`src/rtl/imem_readback_tx.sv`:
```
// -----------------------------------------------------------------------------
// imem_readback_tx
//
// Bootloader readback path. On an accepted start request it reads `count`
// 32-bit words from instruction memory, beginning at word address 0, and
// streams them to the shared uart_tx byte interface as a framed dump:
//
//   header  {16'h0, 8'(count), HDR_TAG}
//   data    IMEM[0] .. IMEM[count-1]
//   trailer sum of the data words mod 2^32 (0 when count = 0)
//
// Every word goes out least-significant byte first. The host uses the dump to
// confirm a program was loaded correctly before the core is released.
//
// Parameters
//   ADDR_W   IMEM word-address width; depth = 2**ADDR_W words
//   HDR_TAG  tag carried in header byte 0
//
// Ports
//   clk          in   system clock
//   rst          in   asynchronous reset, active-high
//   i_start      in   one-cycle start request, ignored while o_busy = 1
//   i_num_words  in   words to dump, sampled on accepted start, clamped to depth
//   o_rd_en      out  IMEM read strobe, one cycle per word
//   o_rd_addr    out  IMEM word address
//   i_rd_data    in   IMEM read data, valid the cycle after o_rd_en
//   o_tx_data    out  byte to uart_tx (meaningful only while o_tx_dv = 1)
//   o_tx_dv      out  byte request to uart_tx
//   i_tx_active  in   uart_tx busy flag
//   o_busy       out  high from accepted start until (and including) o_done
//   o_done       out  one-cycle pulse when the dump completes
// -----------------------------------------------------------------------------
module imem_readback_tx #(
    parameter int          ADDR_W  = 6,
    parameter logic [7:0]  HDR_TAG = 8'h04
) (
    input  logic              clk,
    input  logic              rst,
    input  logic              i_start,
    input  logic [ADDR_W:0]   i_num_words,
    output logic              o_rd_en,
    output logic [ADDR_W-1:0] o_rd_addr,
    input  logic [31:0]       i_rd_data,
    output logic [7:0]        o_tx_data,
    output logic              o_tx_dv,
    input  logic              i_tx_active,
    output logic              o_busy,
    output logic              o_done
);

    typedef enum logic [2:0] {
        S_IDLE,
        S_HDR,
        S_RD,
        S_RDW,
        S_DATA,
        S_CSUM,
        S_FIN
    } state_t;

    localparam logic [ADDR_W:0] DEPTH = {1'b1, {ADDR_W{1'b0}}};
    localparam logic [ADDR_W:0] ONE   = {{ADDR_W{1'b0}}, 1'b1};

    state_t          state_q, state_d;
    logic [ADDR_W:0] count_q;      // clamped word count for this dump
    logic [ADDR_W:0] addr_q;       // one bit wider than the IMEM address so
                                   // the "last word" compare never wraps
    logic [31:0]     word_q;       // word currently being serialised
    logic [31:0]     csum_q;
    logic [1:0]      byte_idx_q;
    logic            tx_dv_q;
    logic [7:0]      tx_data_q;

    logic [ADDR_W:0] num_clamped;
    logic            tx_state;
    logic            byte_ack;
    logic            last_byte;
    logic            last_word;

    assign num_clamped = (i_num_words > DEPTH) ? DEPTH : i_num_words;

    // States in which the byte engine serialises word_q.
    assign tx_state  = (state_q == S_HDR) || (state_q == S_DATA) || (state_q == S_CSUM);
    // uart_tx has taken the pending byte.
    assign byte_ack  = tx_dv_q && i_tx_active;
    assign last_byte = byte_ack && (byte_idx_q == 2'd3);
    assign last_word = (addr_q + ONE) == count_q;

    // -------------------------------------------------------------------------
    // State register
    // -------------------------------------------------------------------------
    // NOTE: sequential state uses non-blocking assignments so every flop
    // samples pre-edge values regardless of block ordering.
    always_ff @(posedge clk or posedge rst) begin
        if (rst) state_q <= S_IDLE;
        else     state_q <= state_d;
    end

    // -------------------------------------------------------------------------
    // Next-state and combinational outputs
    // -------------------------------------------------------------------------
    always_comb begin
        // NOTE: defaults first so no path through the case leaves a signal
        // unassigned, which would infer a latch.
        state_d = state_q;
        o_rd_en = 1'b0;
        o_done  = 1'b0;

        unique case (state_q)
            S_IDLE: if (i_start) state_d = S_HDR;
            S_HDR: begin
                if (last_byte) state_d = (count_q == '0) ? S_CSUM : S_RD;
            end
            S_RD: begin
                o_rd_en = 1'b1;
                state_d = S_RDW;
            end
            S_RDW: state_d = S_DATA;
            S_DATA: begin
                if (last_byte) state_d = last_word ? S_CSUM : S_RD;
            end
            S_CSUM: if (last_byte) state_d = S_FIN;
            S_FIN: begin
                // Let the final byte leave the serializer before reporting done.
                if (!i_tx_active) begin
                    o_done  = 1'b1;
                    state_d = S_IDLE;
                end
            end
            default: state_d = S_IDLE;
        endcase
    end

    assign o_busy    = (state_q != S_IDLE);
    assign o_rd_addr = addr_q[ADDR_W-1:0];
    assign o_tx_dv   = tx_dv_q;
    assign o_tx_data = tx_data_q;

    // -------------------------------------------------------------------------
    // Datapath: count, address, checksum, word register and byte engine
    // -------------------------------------------------------------------------
    always_ff @(posedge clk or posedge rst) begin
        if (rst) begin
            count_q    <= '0;
            addr_q     <= '0;
            word_q     <= '0;
            csum_q     <= '0;
            byte_idx_q <= '0;
            tx_dv_q    <= 1'b0;
            tx_data_q  <= '0;
        end else begin
            if (state_q == S_IDLE && i_start) begin
                count_q    <= num_clamped;
                addr_q     <= '0;
                csum_q     <= '0;
                byte_idx_q <= '0;
                word_q     <= {16'h0, 8'(num_clamped), HDR_TAG};
            end

            if (state_q == S_RDW) begin
                word_q <= i_rd_data;
                csum_q <= csum_q + i_rd_data;
            end

            // Byte handshake: raise a request only when the UART is idle and
            // nothing is pending, hold it until the UART reports active, then
            // drop it and move to the next byte.
            if (tx_state) begin
                if (!tx_dv_q && !i_tx_active) begin
                    tx_dv_q   <= 1'b1;
                    tx_data_q <= word_q[{byte_idx_q, 3'b000} +: 8];
                end else if (byte_ack) begin
                    tx_dv_q    <= 1'b0;
                    byte_idx_q <= byte_idx_q + 2'd1;
                end
            end

            if (state_q == S_DATA && last_byte) addr_q <= addr_q + ONE;

            // The checksum is complete once the last data word has been
            // captured, so the trailer can be loaded as the last byte of the
            // preceding word goes out.
            if (last_byte &&
                ((state_q == S_HDR && count_q == '0) || (state_q == S_DATA && last_word)))
                word_q <= csum_q;
        end
    end

endmodule

```
`config.mk`:
```
export PLATFORM = sky130hd
export DESIGN_NAME = imem_readback_tx
export DESIGN_NICKNAME = d
export VERILOG_FILES = /design/src/rtl/imem_readback_tx.sv
export SDC_FILE = /design/constraint.sdc
export NUM_CORES = 1
export LEC_CHECK = 0
export ABC_AREA = 1
export BUFFER_PORTS_ARGS = -buffer_cell sky130_fd_sc_hd__buf_2
export CORE_ASPECT_RATIO = 0.8
export CORE_MARGIN = 3
export CORE_UTILIZATION = 50
export DETAILED_ROUTE_END_ITERATION = 7
export PLACE_DENSITY = 0.71
export SYNTH_ARGS = -nofsm -noshare
export SYNTH_HDL_FRONTEND = slang
export SYNTH_SLANG_ARGS = --single-unit
```
`constraint.sdc`:
```
create_clock -name clk -period 4.6 [get_ports clk]
set_clock_uncertainty 0.15 [all_clocks]
set_input_delay 0.46 -clock clk [delete_from_list [all_inputs] [get_ports clk]]
set_output_delay 0.46 -clock clk [all_outputs]
set_load 0.05 [all_outputs]
```
==> impl_results.md, run 1 <==
* WL/cell at 16.2 um
* Synth cell types at 38
* Core ar. at 12600 um^2
* Slew HR at 0.338
* Worst setup SP type: flop
* Sw Pwr at ~2.2 mW
* CP peak stage delay at 0.66 ns
* Post-synth EDFFs at 0
* Part of the power in the clock network at 0.179
* Syn Nets at around 1100
* Die Span X at between 100 and 150 um
* N_diodes at 0
* Placer Congestion at 0.939
* Cell Pwr Density at a little over 600 nW/um^2
* CTS Buf Count at 9
* Critical path arrival at roughly 3.2 ns
* Outcome: finished, final reports clean
* DRC errors left at 0
* Synthesis Warnings at 0
* Synth area leaders: dfrtp_1 35%, nand2_1 17%, nand3_1 7.5%, ha_1 6.6%, nor2_1 5.4%
* Tightest Pin Transition at between 0.9 and 1 ns
* Final wirelength at approximately 19 mm
* Via density per instance at around 5.6
* Critical-path cell list: ha_1 > nand2_1 > nor2_2 > nand3_1 > nand3_1 > nand2_1 > nor2_2 > nand3_2 > nand2_4 > nand2_2 > nand3_1 > nand2_1
* Worst-Skew Late Latency at between 0.3 and 0.4 ns
* Slew Viols, Final at 0
* Clock sink count at between 90 and 100
* Pleak at between 3 and 4 nW
* Clk buf depth at 2
* CTS tree: built
* Synth Flop Type: dfrtp_1
* Pin count of the biggest net entering global routing at 60
* Final Hold Viols at 0
* Grt met3 use at 0.0766
* DPL Wire Length at 14.6 mm
* Antenna violations before repair at 0
* Gr usage total at 0.274
* Synthesized area at about 6600 um^2
* Setup repair bufs after CTS at 0
* Via count at between 6000 and 7000
* GR Util met2 at 0.362
* Crit end category: flop
* # setup viols final at 0
* Fin crit share at 0.677
* Mapped Cells at roughly 980
* Synth top cells by count: 296 x nand2_1, 99 x nand3_1, 96 x nor2_1
* Hold Buf Count CTS at 0
* Synth top area share at 0.348
* Initial DRT Pass Iterations at 5
* Comb power frac at 0.511
* Num rows at 36
* Pint at about 2.3 mW
* Worst path depth at 12
* Worst EP required at 4.69 ns
* Post-route antenna net violation count at 0
* 1st-iter DRT viols at 756
* GR peak layer: met1
* Vias in the first global route at roughly 6000
* Leading area contributor after synthesis: dfrtp_1
* Worst hold path class: primary input to asynchronous set/reset pin
* Initial Utilization at 0.526
* RSZ-0062 raised after global routing: no
* Setup TNS at 0 ns
* Final core utilization at 0.581
* WS Path Type: flop to flop
* First-pass GRT wire length at roughly 31 mm
* Most common cell in the netlist: nand2_1
* Sequential area share after synthesis at 0.348
* Worst-case reg-to-reg path depth at 12
* Switching Share at 0.483
* Hold_ws at ~0.093 ns
* Worst-path clk slew at roughly 0.080 ns
* Area Growth Syn to Fin at 10.3%
* Die height at between 100 and 150 um
* Syn_area_per_cell at 6.78 um^2
* Die Area at 14700 um^2
* Sequential power share at 0.310
* Layout cell share with drive strength beyond 1 at 0.0914
* Delay-heaviest family, CP: simple AND/OR/NAND/NOR gates
* NumNets Final at 1092
* Critical-path top delay cell: nand2_2
* H-tree depth at 3
* Post-route minimum period at a little over 3 ns
* Clock root buffer: clkbuf_16
* Port bufs at 60
* Post-CTS sizing at 0
* Achievable Freq at 321 MHz
* Worst Path Buf+Inv at 0
* Total grt overflow at 0
* Synth async-reset ratio at 1.00
* Synthesized flop and latch total at 92
* CP max FO at 59
* Maxcap violations at 0
* Grt met1 use at 0.433
* Maximum VDD drop at between 0.0002 and 0.0003 V
* Ports at 61
==> per-layer routing <==
| metal | wire, um | share of wire |
|---|---|---|
| met5 | 0 | 0 |
| met4 | 312 | 0.016 |
| met3 | 1780 | 0.093 |
| met2 | 7430 | 0.39 |
| met1 | 9720 | 0.50 |
==> cell usage in the layout, fill, tap and decap left out, types with 13 or more instances in the layout <==
| cell type | n |
|---|---|
| ha_1 | 35 |
| o21ai_0 | 65 |
| buf_2 | 60 |
| nand2_1 | 296 |
| a21oi_1 | 54 |
| o22ai_1 | 13 |
| dfrtp_1 | 92 |
| inv_1 | 90 |
| nor2_1 | 95 |
| nand3b_1 | 20 |
| nand3_1 | 99 |
==> kinds of logic (layout without fill, tap and decap cells) <==
family	Yosys count	count (layout)	synth area share
xor gates and xnor gates	7	7	0.00927
and+or+nand+nor	541	541	0.349
adders and majority gates	36	36	0.0692
AOI/OAI and AO/OA	169	169	0.143
DFF	92	92	0.348
buffers and inverters	131	173	0.0813
==> power by group through the flow <==
stage	logic [mW]	registers, mW	clock network, mW
floorplan	1.61	1.46	0
global placement	2.24	1.41	0
detailed placement	2.26	1.41	0
CTS	2.28	1.39	0.820
global route	2.61	1.45	0.848
finish	2.31	1.40	0.809
==> through the flow <==
step / power [mW] / setup WS (ns) / std cells / instance area, um^2
6_report: 4.52 / 1.48 / 1189 / 7300
3_3_place_gp: 3.64 / 1.63 / 1173 / 6980
4_1_cts: 4.50 / 1.51 / 1189 / 7300
2_1_floorplan: 3.07 / 1.60 / 976 / 6620
5_1_grt: 4.90 / 1.17 / 1189 / 7300
3_5_place_dp: 3.67 / 1.59 / 1173 / 6980
==> worst reg2reg max path, delay by kind of cell, from the launching register on <==
family / cells / cell delay (ns)
flops: 1 / 0.43
simple gates: 11 / 2.17
fa+ha+maj: 1 / 0.25
==> sequential cells by signal, indices dropped and copies added (netlist names) <==
name and count:
count_q 7, o_tx_data 8, byte_idx_q 2, addr_q 7, o_tx_dv 1, state_q 3, csum_q 32, word_q 32
==> final timing paths <==
check,startpoint,end,slack (ns)
min in group clk,i_num_words[0],count_q[0]$_DFFE_PP0P_,0.27
max in group asynchronous,rst,csum_q[6]$_DFFE_PP0P_,3.27
worst min-delay path,rst,o_tx_dv$_DFFE_PP0P_,0.09
worst max register to register,addr_q[0]$_DFFE_PP0P_,word_q[21]$_DFFE_PP0P_,1.48
worst min register to register,csum_q[17]$_DFFE_PP0P_,csum_q[17]$_DFFE_PP0P_,0.36
worst max-delay path,addr_q[0]$_DFFE_PP0P_,word_q[21]$_DFFE_PP0P_,1.48
==> final cells by class <==
class,instances,area [um^2]
fillers,1231,5270
multi-input cells,753,3780
flip-flops and latches,92,2300
inverters,93,352
repair buffers,64,330
clock buffers,10,239
well taps,171,214
clock inverters,6,77.6
Power figures use the tool's default switching activity.
==> run 2: changes to the inputs <==
ABC_AREA = 0   (was 1)
clock period = 3.2 ns   (was 4.6 ns; I/O delays follow)
==> run 2 against run 1 <==
Non-clock buffer count rose by 8. Cell count fell by 28%. Synthesized cell count fell by 33%. Sequential power rose by 38%. First-iteration DRC count fell by 46%. Register-to-register slack got worse by 1.4 ns. Clock power rose by 33%. Wire length fell by 18%. Total power rose by 25%. Sequential share of layout area rose by 3.0 points. Setup slack got worse by 1.4 ns. Critical path type unchanged.
==> impl_results.md, run 2 <==
* Outcome: finished, final reports clean
* Worst-path clk slew at approximately 0.07 ns
* Die height at between 100 and 150 um
* First-pass GRT wire length at roughly 25 mm
* Synth top area share at 0.389
* 1st-iter DRT viols at around 410
* Commonest non-fill, non-tap cell in the layout: dfrtp_1
* Worst hold path stage count at 2
* Ports at 61
* Slew HR at 0.246
* RSZ-0062 raised after global routing: no
* Post-synth EDFFs at 0
* Mapped Cells at 656
* Part of the power in the clock network at 0.191
* Comb power frac at 0.468
* Reg2reg setup slack at approximately 0.13 ns
* Area Growth Syn to Fin at 12.7%
* Placed cell count at about 840
* Worst setup SP type: flop
* Reg2reg start: addr_q[0]$_DFFE_PP0P_
* Worst EP required at about 3.2 ns
* Via density per instance at 6.20
* CTS Buf Count at 9
* Slew Viols, Final at 0
* N_diodes at 0
* Pint at roughly 3.3 mW
* Leading area contributor after synthesis: dfrtp_1
* Final Instance Area at ~6700 um^2
* Sequential area share after synthesis at 0.389
* Pleak at approximately 3.2 nW
* H-tree depth at 3
* Clock root buffer: clkbuf_16
* Final wirelength at between 15 and 20 mm
* Core ar. at 11200 um^2
* Cell Pwr Density at about 850 nW/um^2
* WS Path Type: flop to flop
* Setup repair bufs after CTS at 0
* Vias in the first global route at ~5000
* Synth top cells by count: 92 x dfrtp_1, 82 x nand2_1, 63 x o21ai_0
* Maximum VDD drop at a little under 0.0005 V
* Post-route antenna net violation count at 0
* Synthesized area at just under 6000 um^2
* Critical path arrival at 3.09 ns
* DRC errors left at 0
* # setup viols final at 0
* Synth async-reset ratio at 1.00
* Syn Nets at between 700 and 800
* Synthesized flop and latch total at 92
* Antenna violations before repair at 0
* Fill cells at 950
* Syn_area_per_cell at between 9 and 10 um^2
* Worst-case reg-to-reg path depth at 10
* Placed Area at 6340 um^2
* Synth area leaders: dfrtp_1 39%, ha_1 7.4%, o21ai_0 5.3%, nand2_1 5.2%, nand3_1 3.7%
* Setup TNS at 0 ns
* Gr usage total at 0.242
* Finished Layout Cells at 852
* Post-route minimum period at 3.07 ns
* Num rows at 34
* Clock sink count at 92
* Final Hold Viols at 0
* Synth cell types at 60
* Switching Share at 0.415
* CP max FO at 12
* Min-delay src: i_num_words[3]
* WL/cell at between 15 and 20 um
* Initial DRT Pass Iterations at 5
* Clk buf depth at 2
* RR Endpoint: word_q[20]$_DFFE_PP0P_
* Layout cell share with drive strength beyond 1 at 0.169
* WHS Endpoint: count_q[3]$_DFFE_PP0P_
* Initial Utilization at 0.529
* Placer Congestion at approximately 0.89
* Worst hold path class: primary input to flop
* CTS tree: built
* Sw Pwr at approximately 2.3 mW
* Commonest non-fill, non-tap cells in the layout: 92 x dfrtp_1, 82 x nand2_1, 63 x o21ai_0
* Tightest Pin Transition at between 1 and 1.5 ns
* DPL Wire Length at between 10 and 15 mm
* Achievable Freq at about 330 MHz
* Pin count of the biggest net entering global routing at 65
* NumNets Final at just under 800
* Most common cell in the netlist: dfrtp_1
* Sequential power share at 0.341
* Worst-Skew Late Latency at approximately 0.34 ns
* Synthesis Warnings at 0
* Crit end category: flop
* Port bufs at 60
* Synth Flop Type: dfrtp_1
* Total grt overflow at 0
* Fin crit share at 0.958
* Maxcap violations at 0
* Die Span X at ~130 um
* Via count at about 5300
* Die Area at about 13000 um^2
==> run 2: cell types whose count changed after synthesis, moves of 16 or more <==
cell,before,now
nand3b_1,20,2
nor2_1,96,50
a31oi_1,9,27
nand2_1,296,82
xor2_1,4,20
a21oi_1,54,30
inv_1,91,19
nand3_1,99,44
==> run 2: cell type report <==
| type | instances | area [um^2] | area share |
|---|---|---|---|
| clock inverters | 5 | 60.1 | 0.00901 |
| multi-input cells | 510 | 3410 | 0.511 |
| inverters | 19 | 72.6 | 0.0109 |
| flip-flops and latches | 92 | 2300 | 0.345 |
| clock buffers | 10 | 239 | 0.0359 |
| well taps | 144 | 180 | 0.0270 |
| repair buffers | 72 | 405 | 0.0608 |
==> run 2: logic make-up (layout without fill, tap and decap cells) <==
logic type / count (synthesis) / after routing / share of synthesized area
XOR/XNOR: 33 / 33 / 0.0501
adder cells (fa/ha/maj): 36 / 36 / 0.0774
flip-flops: 92 / 92 / 0.389
AO/OA/AOI/OAI: 194 / 195 / 0.211
multiplexers: 19 / 19 / 0.0508
buffers and inverters: 55 / 106 / 0.0410
AND/OR/NAND/NOR: 227 / 227 / 0.181
==> run 2: stage by stage <==
stage	util	power, mW	setup slack (ns)	hold slack, ns
2_1_floorplan	-	3.88	0.338	0.294
3_3_place_gp	0.567	4.45	0.201	0.315
3_5_place_dp	0.567	4.52	0.195	0.319
4_1_cts	0.594	5.63	0.157	0.0560
5_1_grt	0.596	6.05	0.0140	0.0730
6_report	0.596	5.66	0.133	0.0622
==> run 2: repair_timing <==
item                       CTS  global route
hold buffers                 1             0
setup endpoints to repair    0             3
hold endpoints to repair    17             0
resized for setup            0             1
==> run 2: worst max-delay path, stage by stage (launching register included) <==
cell and delay (ns):
dfrtp_1 0.45, ha_1 0.31, and3_4 0.22, and3_4 0.18, xnor2_2 0.14, xnor2_1 0.16, nor4_4 0.49, a21oi_4 0.23
buf_4 0.22, o22ai_1 0.24, a21oi_1 0.08
==> run 2: routing by layer <==
layer  share of wire  global-route usage
met2            0.45               0.392
met4           0.016              0.0620
met5               0                   0
met1            0.45               0.339
met3           0.077              0.0493
==> run 2: how the worst max path moves through the flow <==
stage | endpoint | slack, ns | startpoint | depth (start not counted)
floorplan | addr_q[0]$_DFFE_PP0P_ | 0.34 | rst | 1
global placement | csum_q[14]$_DFFE_PP0P_ | 0.20 | i_rd_data[0] | 13
detailed placement | csum_q[14]$_DFFE_PP0P_ | 0.20 | i_rd_data[0] | 13
CTS | word_q[20]$_DFFE_PP0P_ | 0.16 | addr_q[0]$_DFFE_PP0P_ | 10
global route | csum_q[24]$_DFFE_PP0P_ | 0.01 | csum_q[0]$_DFFE_PP0P_ | 12
finish | word_q[20]$_DFFE_PP0P_ | 0.13 | addr_q[0]$_DFFE_PP0P_ | 10
==> run 2: power groups by stage <==
stage | combinational [mW] | sequential, mW | clock, mW
floorplan | 1.96 | 1.91 | 0
global placement | 2.53 | 1.92 | 0
finish | 2.65 | 1.93 | 1.08
global route | 2.93 | 1.97 | 1.15
CTS | 2.61 | 1.92 | 1.09
detailed placement | 2.59 | 1.94 | 0
